==> src/rtl/uart_pkg.sv <==
// Shared types and helpers for the UART TX arbiter.
// Optional lock feature is enabled by defining UART_ARB_LOCK_EN.
package uart_pkg;

  localparam int UART_DATA_W = 8;

  typedef enum logic [1:0] {
    IDLE,
    START,
    WAIT_DONE,
    GAP
  } state_t;

  function automatic int idx_w(input int n);
    return (n > 1) ? $clog2(n) : 1;
  endfunction

endpackage

==> src/rtl/uart_rr_pick.sv <==
// Combinational round-robin picker: first set request after last,
// wrapping modulo N.
module uart_rr_pick
  import uart_pkg::*;
#(
  parameter  int N  = 4,
  localparam int IW = idx_w(N)
) (
  input  logic [N-1:0]  req,
  input  logic [IW-1:0] last,
  output logic [N-1:0]  gnt,
  output logic [IW-1:0] idx,
  output logic          any
);

  always_comb begin
    int j;
    logic [IW-1:0] jj;
    gnt = '0;
    idx = '0;
    any = 1'b0;
    j   = 0;
    jj  = '0;
    for (int k = 1; k <= N; k++) begin
      j  = (int'(last) + k) % N;
      jj = IW'(j);
      if (!any && req[jj]) begin
        any     = 1'b1;
        gnt[jj] = 1'b1;
        idx     = jj;
      end
    end
  end

endmodule

==> src/rtl/uart_tx_arbiter.sv <==
// Round-robin arbiter sharing one UART TX serializer among NREQ requesters.
// Define UART_ARB_LOCK_EN to add req_lock (bounded regrant of the owner).
module uart_tx_arbiter
  import uart_pkg::*;
#(
  parameter  int NREQ          = 4,
  parameter  int GAP_BITS      = 2,
  parameter  int TIMEOUT_TICKS = 16,
  localparam int GW            = idx_w(NREQ),
  localparam int DW            = UART_DATA_W
) (
  input  logic               clk,
  input  logic               rst,
  input  logic [NREQ-1:0]    req_valid,
  input  logic [NREQ*DW-1:0] req_data,
`ifdef UART_ARB_LOCK_EN
  input  logic [NREQ-1:0]    req_lock,
`endif
  output logic [NREQ-1:0]    req_ready,
  input  logic               tick,
  output logic               tx_start,
  output logic [DW-1:0]      tx_data,
  input  logic               tx_done,
  output logic [GW-1:0]      grant_id,
  output logic               busy,
  output logic               err
);

  state_t        state_q, state_d;
  logic [DW-1:0] data_q, data_d;
  logic [GW-1:0] gid_q, gid_d;
  logic [GW-1:0] last_q, last_d;
  logic [7:0]    wd_q, wd_d;
  logic [3:0]    gap_q, gap_d;
  logic          err_q, err_d;

  logic [NREQ-1:0] pk_gnt;
  logic [GW-1:0]   pk_idx;
  logic            pk_any;

  logic [NREQ-1:0] win_oh;
  logic [GW-1:0]   win_idx;
  logic            win_any;
  logic            lock_hit;

  uart_rr_pick #(
    .N (NREQ)
  ) u_pick (
    .req  (req_valid),
    .last (last_q),
    .gnt  (pk_gnt),
    .idx  (pk_idx),
    .any  (pk_any)
  );

`ifdef UART_ARB_LOCK_EN
  logic [1:0] lock_cnt_q, lock_cnt_d;

  // Owner keeps the grant while locked, capped at 3 regrants.
  always_comb begin
    lock_hit = req_lock[gid_q]
             && req_valid[gid_q]
             && (lock_cnt_q != 2'd3);
    win_any  = pk_any;
    win_idx  = pk_idx;
    win_oh   = pk_gnt;
    if (lock_hit) begin
      win_idx = gid_q;
      win_oh  = NREQ'(1) << gid_q;
    end
  end
`else
  always_comb begin
    lock_hit = 1'b0;
    win_any  = pk_any;
    win_idx  = pk_idx;
    win_oh   = pk_gnt;
  end
`endif

  // No accept strobe while reset holds the FSM.
  assign req_ready = (state_q == IDLE && !rst)
                   ? win_oh : '0;

  assign tx_start = (state_q == START);
  assign busy     = (state_q != IDLE);
  assign tx_data  = data_q;
  assign grant_id = gid_q;
  assign err      = err_q;

  always_comb begin
    state_d = state_q;
    data_d  = data_q;
    gid_d   = gid_q;
    last_d  = last_q;
    wd_d    = wd_q;
    gap_d   = gap_q;
    err_d   = 1'b0;
`ifdef UART_ARB_LOCK_EN
    lock_cnt_d = lock_cnt_q;
`endif
    unique case (state_q)
      IDLE: begin
        if (win_any) begin
          data_d  = req_data[int'(win_idx)*DW +: DW];
          gid_d   = win_idx;
          last_d  = win_idx;
          state_d = START;
`ifdef UART_ARB_LOCK_EN
          lock_cnt_d = lock_hit
                     ? lock_cnt_q + 2'd1
                     : 2'd0;
`endif
        end
      end
      START: begin
        wd_d    = '0;
        state_d = WAIT_DONE;
      end
      WAIT_DONE: begin
        if (tick) begin
          wd_d = wd_q + 8'd1;
        end
        // A done pulse beats a coincident final timeout tick.
        if (tx_done
            || (tick && wd_q == 8'(TIMEOUT_TICKS - 1))) begin
          err_d = !tx_done;
          gap_d = '0;
          if (GAP_BITS == 0) begin
            state_d = IDLE;
          end else begin
            state_d = GAP;
          end
        end
      end
      GAP: begin
        if (tick) begin
          if (gap_q == 4'(GAP_BITS - 1)) begin
            state_d = IDLE;
          end else begin
            gap_d = gap_q + 4'd1;
          end
        end
      end
      default: begin
        state_d = IDLE;
      end
    endcase
  end

  always_ff @(posedge clk) begin
    if (rst) begin
      state_q <= IDLE;
      data_q  <= '0;
      gid_q   <= '0;
      last_q  <= GW'(NREQ - 1);
      wd_q    <= '0;
      gap_q   <= '0;
      err_q   <= 1'b0;
`ifdef UART_ARB_LOCK_EN
      lock_cnt_q <= '0;
`endif
    end else begin
      state_q <= state_d;
      data_q  <= data_d;
      gid_q   <= gid_d;
      last_q  <= last_d;
      wd_q    <= wd_d;
      gap_q   <= gap_d;
      err_q   <= err_d;
`ifdef UART_ARB_LOCK_EN
      lock_cnt_q <= lock_cnt_d;
`endif
    end
  end

endmodule
==> config.mk <==
export PLATFORM = sky130hd
export DESIGN_NAME = uart_tx_arbiter
export DESIGN_NICKNAME = d
export VERILOG_FILES = /design/src/rtl/uart_pkg.sv /design/src/rtl/uart_rr_pick.sv /design/src/rtl/uart_tx_arbiter.sv
export SDC_FILE = /design/constraint.sdc
export NUM_CORES = 1
export LEC_CHECK = 0
export ABC_CLOCK_PERIOD_IN_PS = 3650
export CAP_MARGIN = 20
export CORE_ASPECT_RATIO = 0.75
export CORE_MARGIN = 8
export CORE_UTILIZATION = 40
export DETAILED_ROUTE_END_ITERATION = 8
export GPL_ROUTABILITY_DRIVEN = 0
export PLACE_DENSITY = 0.69
export SKIP_CTS_REPAIR_TIMING = 1
export SLEW_MARGIN = 5
export SYNTH_ARGS = -nofsm -noshare
export SYNTH_HDL_FRONTEND = slang
export SYNTH_HIERARCHICAL = 1
export SYNTH_SLANG_ARGS = --single-unit
==> constraint.sdc <==
create_clock -name clk -period 3.65 [get_ports clk]
set_input_delay 0.73 -clock clk [delete_from_list [all_inputs] [get_ports clk]]
set_output_delay 0.73 -clock clk [all_outputs]
set_load 0.02 [all_outputs]
# Word level (Yosys, flattened, before mapping)
# Cells that the tools add are included.
word_totals:
  register_bits: 27
  mem_count: 0
  input_bits: 40
  ram_bits: 0
  romBits: 0
  latch_bits: 0
  out_inout_bits: 17
op_classes:
  eq_ne: 11
  magnitude_cmp: 8
  div_mod_pow: 0
  muxes: 40
  n_shift: 1
  multipliers: 0
  n_addsub: 6
  bitwise: 5
  n_reduce_logical: 24
ops:
  columns: ["operator", "count"]
  rows:
  - ["$mux W4", 8]
  - ["$shiftx A32 B6 Y8", 1]
  - ["$mux W2", 8]
  - ["$pmux W8 S2", 1]
  - ["$lt A2 B3 Y1 const B", 4]
  - ["$mux W1", 12]
  - ["$ne A2 B2 Y1 const B", 6]
  - ["$or A4 B4 Y4", 3]
  - ["$logic_and A1 B1 Y1", 9]
  - ["$add A8 B1 Y8 const B", 1]
  - ["$bmux W1 S2", 4]
  - ["$demux W1 S2", 4]
  - ["$eq A8 B4 Y1 const B", 1]
  - ["$ge A2 B1 Y1 const B", 4]
  - ["$mux W8", 1]
  - ["$pmux W2 S4", 1]
  - ["$pmux W4 S2", 1]
  - ["$reduce_and A4 Y1", 2]
  - ["$reduce_bool A2 Y1", 3]
  - ["$logic_not A1 Y1", 5]
  - ["$add A2 B1 Y2 const B", 2]
  - ["$add A2 B2 Y2 const B", 2]
  - ["$add A4 B1 Y4 const B", 1]
  - ["$eq A2 B2 Y1 const B", 2]
  - ["other kinds (7)", 9]

# Logic depth before layout (Yosys ltp)
depth:
  depth_word: 15
  depth_mapped: 12

# Cells and area by module
# The synthesis kept the hierarchy.
by_module_without_submodules:
  columns: ["module", "instances", "cells_each", "area_each_um2"]
  rows:
  - ["uart_tx_arbiter", 1, 168, 1515.2]
  - ["uart_rr_pick", 1, 68, 525.5]

# Worst setup path after synthesis
# Ideal clock, no wire load.
synth_path:
  kind: "in2reg"
  from: "input req_valid[0]"
  to: "register data_q[2] (netlist: tx_data[2])"
  path_stages: 10
  path_slack_ps: 864
  required_time_ps: 3518
  setup_time_ps: 132
  arrival_time_ps: 2654
  cell_sequence: "buf_6 > mux4_2 > a21oi_2 > nor3_1 > nor2_2 > o31a_1 > buf_2 > mux4_2 > nand2_1 > a21oi_1"
synth_between:
  elab_chain_len: 13
  elab_cells_between_ends: 24
synth_rtl:
  columns: ["item", "line_no", "text"]
  rows:
  - ["start, declared", "uart_tx_arbiter.sv:14", "input logic [NREQ-1:0] req_valid,"]
  - ["$bmux W1 S2", "uart_rr_pick.sv:27", "if (!any && req[jj]) begin"]
  - ["$mux W1 (implied by the code)", "uart_rr_pick.sv:27", null]
  - ["$mux W1", "uart_rr_pick.sv:27", null]
  - ["$logic_not A1 Y1", "uart_rr_pick.sv:27", null]
  - ["$logic_and A1 B1 Y1", "uart_rr_pick.sv:27", null]
  - ["$mux W1", "uart_rr_pick.sv:27", null]
  - ["$logic_not A1 Y1", "uart_rr_pick.sv:27", null]
  - ["$logic_and A1 B1 Y1", "uart_rr_pick.sv:27", null]
  - ["$mux W1", "uart_rr_pick.sv:27", null]
  - ["$logic_not A1 Y1", "uart_rr_pick.sv:27", null]
  - ["$logic_and A1 B1 Y1", "uart_rr_pick.sv:27", null]
  - ["$mux W2 *", "uart_rr_pick.sv:27", null]
  - ["net pk_idx[0]", "uart_tx_arbiter.sv:38", "logic [GW-1:0] pk_idx;"]
  - ["$shiftx A32 B6 Y8 *", "uart_tx_arbiter.sv:105", "data_d = req_data[int'(win_idx)*DW +: DW];"]
  - ["end signal, assigned", "uart_tx_arbiter.sv:165", "data_q <= data_d;"]
  - ["end, declared", "uart_tx_arbiter.sv:30", "logic [DW-1:0] data_q, data_d;"]
# The timed path passes the listed nets; every way through them passes the cells marked *. The select of a mux whose other input is x is not followed.
# A chain may end at the register's enable or synchronous reset.

# Worst setup path in the final report
layout_path:
  from: "input req_valid[2]"
  to: "output req_ready[2]"
layout_between:
  elab_chain_len: 13
  elab_cells_between_ends: 25
layout_rtl:
  columns: ["item", "line_no", "text"]
  rows:
  - ["$bmux W1 S2", "uart_rr_pick.sv:27", null]
  - ["$mux W1 (implied by the code)", "uart_rr_pick.sv:27", null]
  - ["$mux W1", "uart_rr_pick.sv:27", null]
  - ["$logic_not A1 Y1", "uart_rr_pick.sv:27", null]
  - ["$logic_and A1 B1 Y1", "uart_rr_pick.sv:27", null]
  - ["$mux W1", "uart_rr_pick.sv:27", null]
  - ["$logic_not A1 Y1", "uart_rr_pick.sv:27", null]
  - ["$logic_and A1 B1 Y1", "uart_rr_pick.sv:27", null]
  - ["$mux W1", "uart_rr_pick.sv:27", null]
  - ["$logic_not A1 Y1", "uart_rr_pick.sv:27", null]
  - ["$logic_and A1 B1 Y1", "uart_rr_pick.sv:27", null]
  - ["$mux W4 *", "uart_rr_pick.sv:27", null]
  - ["net pk_gnt[2]", "uart_tx_arbiter.sv:37", "logic [NREQ-1:0] pk_gnt;"]
  - ["$mux W4 *", "uart_tx_arbiter.sv:83", "? win_oh : '0;"]
  - ["end, declared", "uart_tx_arbiter.sv:19", "output logic [NREQ-1:0] req_ready,"]
# Marks and branches as above.

==> results.md <==
- Worst path depth: 9
- Hold Path Class: flop to flop
- Drt pass-1 iters: 4
- Final setup fails: 0
- Post-route DRC: 0
- Crit path DAT: 2.64 ns
- CP max stage cell: clkdlybuf4s50_1
- Die Area: 7670 um^2
- DP Wirelength: 4.13 mm
- Post-layout total power: 0.00184 W
- Hold path start: tx_data[1]
- Routed len/inst: 14.7 um
- Number of H-tree levels: 1
- Die Wd: 98.5 um
- Async set-reset flop share out of synthesis: 0
- Share of cells above drive strength 1: 0.140
- Final Hold Fails: 0
- Period utilization: 0.923
- WP buf/inv: 3
- DRT Wirelength: 5.28 mm
- Clock tree buffer depth: 2
- Syn Nets: 292
- Commonest non-fill, non-tap cell in the layout: clkdlybuf4s50_1
- Worst Setup End Kind: output port
- Critical path origin: req_valid[2]
- Clock latency on the worst-skew pair: 0.28 ns
- Worst-Margin Slew: 0.818 ns
- Lkg Pwr: 1.15 nW
- Core Area: 4900 um^2
- Slew margin rel.: 0.448
- Initial antenna violation count: 0
- Max_cap viols: 0
- Area growth syn-to-layout: 36.4%
- Placed cells: 355
- Vias in the first global route: 1,895
- Antenna diodes: 0
- R2r setup slk: 0.88 ns
- Port bufs: 56
- Min cycle time layout: 3.37 ns
- Final max-slew violation count: 0
- Worst-path clk slew: 0.10 ns
- Post-Synthesis Cells: 236
- Netlist cell types: 51
- Number of vias per cell: 5.50
- Worst path required time: 2.92 ns
- FP Rows: 22
- Synth top area share: 0.265
- Post-Layout Cell Count: 359
- Top_reg_cell synth: dfxtp_1
- Worst Reg-to-Reg Cells: 10
- Outcome: finished clean
- Cell Area, Synth: 2040 um^2
- Mean post-synth cell area: 8.65 um^2
- Commonest non-fill, non-tap cells in the layout: clkdlybuf4s50_1, nand2_1, dfxtp_1
- I/O pins: 57
- Starting Density: 0.416
- Clk_skew: 0.00361 ns
- CP Cell Sequence: clkdlybuf4s50_1 > buf_4 > mux2i_1 > mux2i_4 > nand2_1 > o21ai_1 > a221o_1 > and3_1 > dlymetal6s2s_1
- Achievable Freq: 0.297 GHz
- Reg2reg start: last_q[0]
- Area leader, netlist: dfxtp_1
- Pin count of the biggest net entering global routing: 26
- Ys Warns: 6
- Die height: 77.9 um
- Drt initial violations: 74
- Post-synth EDFFs: 0
- Vias: 1,974
- Final layout net count: 356
- RSZ-0062 raised after global routing: no
- Post-synthesis register bit count: 27
- Startpoint types: input port
- Congestion Overflow GR: 0
- Clk sinks: 27
- CTS Buf Count: 3
- Antenna-violating nets left: 0
- Largest cells by area after synthesis: dfxtp_1, mux4_2, ha_1
- Root Driver: clkbuf_8
- CTS tree: built
- VDD IR max: 0.000311 V
- Crit-path leading delay family: buffers and inverters
- Crit path largest cell delay: 0.46 ns
- Hold path depth: 2
- Crit Path Category: input port to output port
- GRT Total Usage: 0.139
- Worst-path maximum fanout: 8
- First-pass GRT wire length: 9.05 mm
- P per Cell Area: 662 nW/um^2
- Seq/Total Area, Yosys: 0.265
==> synthesized netlist by cell type, types with 3 or more instances <==
master / n
a221o_1: 5
a41oi_1: 3
o21ai_0: 8
o21ai_1: 5
nand3_1: 4
nor2b_1: 4
mux4_2: 9
nor2_1: 11
dfxtp_1: 27
nand2_1: 40
and3_1: 5
ha_1: 16
nor3_1: 5
xor2_1: 3
clkbuf_1: 7
mux2i_1: 3
buf_2: 4
inv_1: 12
a31oi_1: 4
a21oi_1: 19
buf_6: 3
or4b_1: 3
==> metal layers <==
metal,wire (um),share of wire,vias to the layer above,track usage
li1,-,-,986,-
met1,2630,0.50,913,0.196
met2,2080,0.39,73,0.194
met3,559,0.11,2,0.0624
met4,8,0.0015,0,0.0137
met5,0,0,-,0
==> per-stage QoR <==
stage               setup WS [ns]   util  instance area, um^2  TNS (ns)  hold slack, ns
floorplan                   0.864      -                 2040         0           0.456
global placement          -0.0279  0.556                 2720    -0.106           0.442
detailed placement        -0.0822  0.556                 2720    -0.301           0.450
CTS                       -0.0985  0.566                 2770    -0.360           0.464
global route                0.164  0.568                 2780         0           0.482
finish                      0.281  0.568                 2780         0           0.459
==> flip-flops by register name, summed over array words and instances, names as in the netlist <==
| register | count |
|---|---|
| last_q | 2 |
| grant_id | 2 |
| state_q | 2 |
| gap_q | 4 |
| tx_data | 8 |
| err | 1 |
| wd_q | 8 |
==> cell type report <==
class,instances,area (um^2)
Timing Repair Buffer,74,706
Inverter,13,48.8
Multi-Input combinational cell,181,1360
Clock buffer,3,41.3
Tap cell,60,75.1
Fill cell,462,2120
Sequential cell,27,541
Clock inverter,1,7.51
==> kinds of logic (layout without fill, tap and decap cells) <==
kind of cell,count (synthesis),count (layout),synth area share
compound gates,60,60,0.205
fa+ha+maj,16,16,0.0981
buf+inv,28,91,0.0668
simple gates,87,87,0.216
xor+xnor,3,3,0.0129
mux,15,15,0.136
flops,27,27,0.265
==> report_power, final <==
group / switching (W) / internal [W]
clock network: 0.0000981 / 0.0000776
logic: 0.000644 / 0.000598
registers: 0.0000550 / 0.000371
total: 0.000797 / 0.00105
==> worst paths after layout <==
kind             endpoint
min reg2reg    tx_data[1]
max reg2reg    tx_data[5]
max          req_ready[2]
min            tx_data[1]
==> worst min-delay path, delay by kind of cell (launching register included) <==
| family | cells | cell delay (ns) |
|---|---|---|
| compound gates | 1 | 0.05 |
| flops | 1 | 0.32 |
| simple gates | 1 | 0.05 |
Note: power is estimated with default switching activity, not from simulation.
